<file path="config.mk">
export PLATFORM = sky130hd
export DESIGN_NAME = exec_mdu_ctrl_flat
export DESIGN_NICKNAME = d
export VERILOG_FILES = /design/src/rtl/exec_mdu_ctrl_if.sv /design/src/rtl/exec_mdu_ctrl.sv /design/src/flat_wrapper.sv
export SDC_FILE = /design/constraint.sdc
export NUM_CORES = 1
export LEC_CHECK = 0
export CORE_MARGIN = 1
export CORE_UTILIZATION = 30
export CTS_CLUSTER_DIAMETER = 40
export DETAILED_ROUTE_END_ITERATION = 7
export GPL_TIMING_DRIVEN = 1
export PLACE_DENSITY = 0.56
export SYNTH_ARGS = -nofsm -noshare
export SYNTH_HDL_FRONTEND = slang
export SYNTH_SLANG_ARGS = --single-unit
</file>
<file path="constraint.sdc">
create_clock -name clk -period 9.5 [get_ports clk]
set_input_delay 2.85 -clock clk [delete_from_list [all_inputs] [get_ports clk]]
set_output_delay 2.85 -clock clk [all_outputs]
set_load 0.005 [all_outputs]
</file>
<file path="src/rtl/exec_mdu_ctrl_if.sv">
// Ex-stage handshake and result bundle between the pipeline and the
// iterative multiply/divide unit.
interface exec_mdu_ctrl_if;
    logic        start_Ex;
    logic [2:0]  MDOp_Ex;
    logic [31:0] busA_Ex;
    logic [31:0] busB_Ex;
    logic        flush;
    logic        stall_Ex;
    logic        busy;
    logic        done;
    logic        div_zero;
    logic [31:0] HI;
    logic [31:0] LO;

    modport master (
        output start_Ex, MDOp_Ex, busA_Ex, busB_Ex, flush,
        input  stall_Ex, busy, done, div_zero, HI, LO
    );

    modport slave (
        input  start_Ex, MDOp_Ex, busA_Ex, busB_Ex, flush,
        output stall_Ex, busy, done, div_zero, HI, LO
    );
endinterface

</file>
<file path="src/rtl/exec_mdu_ctrl.sv">
// Iterative MDU: 32-cycle shift-add multiply / restoring divide on operand
// magnitudes, sign fix-up and HI/LO commit in a final FIX cycle.
module exec_mdu_ctrl (
    input  logic           clk,
    input  logic           rst,
    exec_mdu_ctrl_if.slave bus
);
    typedef enum logic [1:0] {
        S_IDLE = 2'd0,
        S_RUN  = 2'd1,
        S_FIX  = 2'd2
    } state_t;

    state_t      r_state;
    state_t      w_next;
    logic [4:0]  r_cnt;
    logic [31:0] r_ma;
    logic [31:0] r_mb;
    logic [63:0] r_acc;
    logic        r_sa;
    logic        r_sb;
    logic        r_div;
    logic [31:0] r_hi;
    logic [31:0] r_lo;
    logic        r_done;
    logic        r_dz;

    logic        w_idle;
    logic        w_req;
    logic        w_mt;
    logic        w_signed;
    logic        w_nega;
    logic        w_negb;
    logic [31:0] w_absa;
    logic [31:0] w_absb;

    assign w_idle   = (r_state == S_IDLE);
    assign w_req    = w_idle & bus.start_Ex & ~bus.MDOp_Ex[2] & ~r_done;
    assign w_mt     = w_idle & bus.start_Ex & ~r_done
                    & (bus.MDOp_Ex[2:1] == 2'b10);
    assign w_signed = ~bus.MDOp_Ex[0];
    assign w_nega   = w_signed & bus.busA_Ex[31];
    assign w_negb   = w_signed & bus.busB_Ex[31];
    assign w_absa   = w_nega ? -bus.busA_Ex : bus.busA_Ex;
    assign w_absb   = w_negb ? -bus.busB_Ex : bus.busB_Ex;

    // Multiply step: add multiplicand into upper half, shift right by one.
    logic [32:0] w_msum;
    assign w_msum = {1'b0, r_acc[63:32]}
                  + (r_mb[0] ? {1'b0, r_ma} : 33'd0);

    // Divide step: acc holds {remainder, dividend/quotient}.
    logic [32:0] w_dsh;
    logic        w_qbit;
    logic [31:0] w_dsub;
    logic [31:0] w_drem;
    assign w_dsh  = r_acc[63:31];
    assign w_qbit = (w_dsh >= {1'b0, r_mb});
    assign w_dsub = w_dsh[31:0] - r_mb;
    assign w_drem = w_qbit ? w_dsub : w_dsh[31:0];

    logic [63:0] w_pfix;
    logic [31:0] w_qfix;
    logic [31:0] w_rfix;
    logic        w_dz;
    assign w_pfix = (r_sa ^ r_sb) ? -r_acc : r_acc;
    assign w_qfix = (r_sa ^ r_sb) ? -r_acc[31:0] : r_acc[31:0];
    assign w_rfix = r_sa ? -r_acc[63:32] : r_acc[63:32];
    assign w_dz   = r_div & (r_mb == 32'd0);

    always_ff @(posedge clk or posedge rst) begin
        if (rst)
            r_state <= S_IDLE;
        else if (bus.flush)
            r_state <= S_IDLE;
        else
            r_state <= w_next;
    end

    always_comb begin
        w_next = r_state;
        case (r_state)
            S_IDLE: if (w_req) w_next = S_RUN;
            S_RUN:  if (r_cnt == 5'd31) w_next = S_FIX;
            S_FIX:  w_next = S_IDLE;
            default: w_next = S_IDLE;
        endcase
    end

    always_comb begin
        bus.busy     = ~w_idle;
        bus.stall_Ex = ~rst & (w_req | ~w_idle);
    end

    always_ff @(posedge clk or posedge rst) begin
        if (rst) begin
            r_cnt  <= 5'd0;
            r_ma   <= 32'd0;
            r_mb   <= 32'd0;
            r_acc  <= 64'd0;
            r_sa   <= 1'b0;
            r_sb   <= 1'b0;
            r_div  <= 1'b0;
            r_hi   <= 32'd0;
            r_lo   <= 32'd0;
            r_done <= 1'b0;
            r_dz   <= 1'b0;
        end else if (bus.flush) begin
            r_cnt  <= 5'd0;
            r_done <= 1'b0;
            r_dz   <= 1'b0;
        end else begin
            r_done <= 1'b0;
            r_dz   <= 1'b0;
            case (r_state)
                S_IDLE: begin
                    if (w_req) begin
                        r_ma  <= w_absa;
                        r_mb  <= w_absb;
                        r_sa  <= w_nega;
                        r_sb  <= w_negb;
                        r_div <= bus.MDOp_Ex[1];
                        r_cnt <= 5'd0;
                        r_acc <= bus.MDOp_Ex[1] ? {32'd0, w_absa} : 64'd0;
                    end else if (w_mt) begin
                        if (bus.MDOp_Ex[0])
                            r_lo <= bus.busA_Ex;
                        else
                            r_hi <= bus.busA_Ex;
                    end
                end
                S_RUN: begin
                    r_cnt <= r_cnt + 5'd1;
                    if (r_div) begin
                        r_acc <= {w_drem, r_acc[30:0], w_qbit};
                    end else begin
                        r_acc <= {w_msum, r_acc[31:1]};
                        r_mb  <= r_mb >> 1;
                    end
                end
                S_FIX: begin
                    r_done <= 1'b1;
                    r_dz   <= w_dz;
                    if (r_div) begin
                        r_lo <= w_dz ? 32'hFFFF_FFFF : w_qfix;
                        r_hi <= w_rfix;
                    end else begin
                        r_lo <= w_pfix[31:0];
                        r_hi <= w_pfix[63:32];
                    end
                end
                default: ;
            endcase
        end
    end

    assign bus.done     = r_done;
    assign bus.div_zero = r_dz;
    assign bus.HI       = r_hi;
    assign bus.LO       = r_lo;
endmodule

</file>
<file path="src/flat_wrapper.sv">
// flat-port wrapper written by rule: the top's interface ports become plain ports
module exec_mdu_ctrl_flat 
  (clk, rst, bus_start_Ex, bus_MDOp_Ex, bus_busA_Ex, bus_busB_Ex, bus_flush, bus_stall_Ex, bus_busy, bus_done, bus_div_zero, bus_HI, bus_LO);
  exec_mdu_ctrl_if bus_i ();
  input  logic clk;
  input  logic rst;
  input wire logic [$bits(bus_i.start_Ex)-1:0] bus_start_Ex;
  input wire logic [$bits(bus_i.MDOp_Ex)-1:0] bus_MDOp_Ex;
  input wire logic [$bits(bus_i.busA_Ex)-1:0] bus_busA_Ex;
  input wire logic [$bits(bus_i.busB_Ex)-1:0] bus_busB_Ex;
  input wire logic [$bits(bus_i.flush)-1:0] bus_flush;
  output wire logic [$bits(bus_i.stall_Ex)-1:0] bus_stall_Ex;
  output wire logic [$bits(bus_i.busy)-1:0] bus_busy;
  output wire logic [$bits(bus_i.done)-1:0] bus_done;
  output wire logic [$bits(bus_i.div_zero)-1:0] bus_div_zero;
  output wire logic [$bits(bus_i.HI)-1:0] bus_HI;
  output wire logic [$bits(bus_i.LO)-1:0] bus_LO;
  assign bus_i.start_Ex = bus_start_Ex;
  assign bus_i.MDOp_Ex = bus_MDOp_Ex;
  assign bus_i.busA_Ex = bus_busA_Ex;
  assign bus_i.busB_Ex = bus_busB_Ex;
  assign bus_i.flush = bus_flush;
  assign bus_stall_Ex = bus_i.stall_Ex;
  assign bus_busy = bus_i.busy;
  assign bus_done = bus_i.done;
  assign bus_div_zero = bus_i.div_zero;
  assign bus_HI = bus_i.HI;
  assign bus_LO = bus_i.LO;
  exec_mdu_ctrl u_core (.clk(clk), .rst(rst), .bus(bus_i));
endmodule
</file>
==> results.json <==
{
  "yosysWarnings": 0,
  "io_pins": 139,
  "grt_pass1_vias": 14825,
  "tns_ns": 0,
  "place_inst": 2689,
  "cts_resized": 0,
  "cts_root_buf": "clkbuf_16",
  "track_usage": 0.204,
  "row_count": 84,
  "p_total_mw": 6.75,
  "outcome": "complete, no violations",
  "coreArea_sq_um": 52600,
  "synth_cell_type_count": 87,
  "cts_buffers": 41,
  "die-area_sq_um": 54100,
  "holdBufCountCts": 0,
  "p_leak_nw": 8.19,
  "post_cts_buffers": 0,
  "setup_violations": 0,
  "arrival_ns": 4.48,
  "grt_setup_unrepaired": "no",
  "syn_area_sq_um": 16000,
  "synth_area_per_cell_sq_um": 8.14,
  "initial_core_util": 0.304,
  "dp_hpwl_mm": 41.6,
  "maxCapViolCount": 0,
  "grt_max_degree": 92,
  "grt_overflow_total": 0,
  "nNetsFinal": 2187,
  "grt_pass1_wl_mm": 86.4,
  "hp-class": "reg2reg",
  "h-tree-depth": 2,
  "yosys_most_used_dff": "dfrtp_1",
  "dr.pass1.iters": 5,
  "wl_per_cell_um": 20.2,
  "slew_headroom": 0.168,
  "first_iter_violations": 1173,
  "clock_latency_ns": 0.55,
  "syn_to_final_growth_pct": 20.7,
  "clock-skew-final_ns": 0.0197,
  "yosys_register_bits": 204,
  "synthCells": 1962,
  "required_ns": 6.65,
  "tightest_slew_ns": 1.24,
  "clockBufferDepth": 3,
  "async_reset_ff_frac": 1.00,
  "routed_via_density": 5.54,
  "synth_edf_count": 0,
  "cts_tree": "built",
  "wl_mm": 55.8,
  "ant_nets": 0,
  "yosysSeqAreaShare": 0.320,
  "path_max_fanout": 4,
  "clk_pin_slew_worst_paths_ns": 0.05,
  "cp-start-kind": "primary input",
  "worst-setup-path-type": "in2out",
  "die_x_um": 233,
  "final_layout_size_suffix_gt1_frac": 0.0718,
  "vias": 15323,
  "hold_viol_final": 0,
  "die_h_um": 233,
  "power.density_nw_per_um2": 351,
  "drv_slew": 0,
  "fin_cells": 2766,
  "fmax_mhz": 137,
  "remaining_drc_errors": 0,
  "min_period_ns": 7.33,
  "syn_nets": 2105,
  "setup.worst_path.end_class": "output port",
  "ir_drop_mv": 0.137,
  "antenna_found_initial": 0,
  "period_share": 0.771,
  "place_congestion": 0.919,
  "portBuffers": 138,
  "cts.sinks": 204
}
layer usage:
metal  GRT usage  vias to the layer above  part of all wire
met5           0                        -                 0
met4      0.0619                        0             0.026
met1       0.286                     7560              0.47
li1            -                     7287                 -
met3      0.0241                       89             0.044
met2       0.324                      387              0.46
area by class of cell:
type / count / area, sq um
fill: 5453 / 33300
tap: 688 / 861
antenna: 3 / 7.51
clock inverter: 21 / 206
timing repair buffer: 162 / 1560
clock buffer: 53 / 1160
inverter: 70 / 270
sequential: 204 / 5110
multi-input combinational: 1565 / 10100
Yosys cell counts (7+ instances only):
library cell | instances | share of area
dfrtp_1 | 204 | 0.32
buf_1 | 9 | 0.0021
nand2_1 | 210 | 0.049
and2_1 | 40 | 0.016
xor2_1 | 72 | 0.040
nand2b_1 | 14 | 0.0055
nor4_1 | 23 | 0.0090
nand4_1 | 20 | 0.0078
or4_1 | 10 | 0.0047
o21a_1 | 31 | 0.015
nor2b_1 | 9 | 0.0035
o22ai_1 | 33 | 0.013
mux2i_1 | 51 | 0.032
o31ai_1 | 10 | 0.0047
o21ai_1 | 7 | 0.0022
clkbuf_1 | 97 | 0.023
a31oi_1 | 18 | 0.0071
o221ai_1 | 45 | 0.025
a21o_1 | 27 | 0.013
o41ai_1 | 7 | 0.0038
a211oi_1 | 9 | 0.0042
a22oi_1 | 13 | 0.0061
nor3_1 | 39 | 0.012
inv_1 | 70 | 0.016
or3_1 | 12 | 0.0047
and3_1 | 11 | 0.0043
nor2_1 | 175 | 0.041
a21oi_1 | 192 | 0.060
o21ai_0 | 153 | 0.048
xnor2_1 | 101 | 0.055
a31o_2 | 8 | 0.0044
nand3_1 | 30 | 0.0094
o211ai_1 | 31 | 0.015
ha_1 | 70 | 0.055
where the power goes:
| part | switching (mW) | total [mW] | internal, mW |
|---|---|---|---|
| clock network | 0.509 | 1.43 | 0.921 |
| logic | 2.09 | 3.65 | 1.55 |
| registers | 0.456 | 1.68 | 1.22 |
| total | 3.06 | 6.75 | 3.69 |
state kept, by name, indices dropped and copies added (netlist names), 2 cells and up:
register,cells
u_core.r_ma,32
u_core.bus.HI,32
u_core.r_cnt,5
u_core.r_acc,64
u_core.r_state,2
u_core.r_mb,32
u_core.bus.LO,32
placed cells by master (no fill, tap or decap), types with 11 or more instances in the layout:
master,Yosys,final
o22ai_1,33,33
xnor2_1,101,100
clkbuf_16,0,42
ha_1,70,70
o211ai_1,31,31
nor3_1,39,39
o21a_1,31,31
buf_4,1,24
nand3_1,30,30
a21o_1,27,27
nor4_1,23,23
nand2_1,210,210
mux2i_1,51,51
or3_1,12,12
nand4_1,20,20
xor2_1,72,72
nand2b_1,14,13
and2_1,40,40
nor2_1,175,172
o221ai_1,45,45
o21ai_0,153,153
dfrtp_1,204,203
inv_1,70,69
and3_1,11,11
clkdlybuf4s50_1,0,138
a31oi_1,18,18
a21oi_1,192,192
a22oi_1,13,13
cells by family (layout without fill, tap and decap cells):
logic type,after synthesis,after routing,synth area share
xor+xnor,173,173,0.0949
other cells,0,3,0
fa+ha+maj,72,72,0.0574
simple gates,629,629,0.190
flops,204,204,0.320
buf+inv,193,306,0.0519
compound gates,636,636,0.251
mux,55,55,0.0348
worst max-delay path, cell delays in order:
cell and delay (ns):
clkdlybuf4s50_1 0.45, nand3b_1 0.12, or2_2 0.35, a21oi_1 0.17, clkdlybuf4s50_1 0.53
final timing paths:
kind	startpoint	to	slack (ns)	cells past startpoint
max	bus_start_Ex	bus_stall_Ex	2.17	5
min	u_core.bus.LO[8]	u_core.bus.LO[8]	0.48	2
max reg2reg	u_core.r_mb[0]	u_core.r_acc[61]	5.50	14
min reg2reg	u_core.bus.LO[8]	u_core.bus.LO[8]	0.48	2
max in group asynchronous	rst	u_core.r_acc[63]	5.30	3
min in group asynchronous	rst	u_core.r_state[0]	2.81	2
metrics by stage:
step	cell area, sq um	util	hold slack (ns)	worst slack [ns]
after floorplan	16000	-	0.438	1.08
after global placement	17900	0.340	0.462	2.17
after detailed placement	17900	0.340	0.468	2.17
after CTS	19300	0.366	0.480	2.15
after global routing	19300	0.366	0.501	2.04
final	19300	0.367	0.479	2.17
No activity file was read; power rests on OpenSTA's default activity.
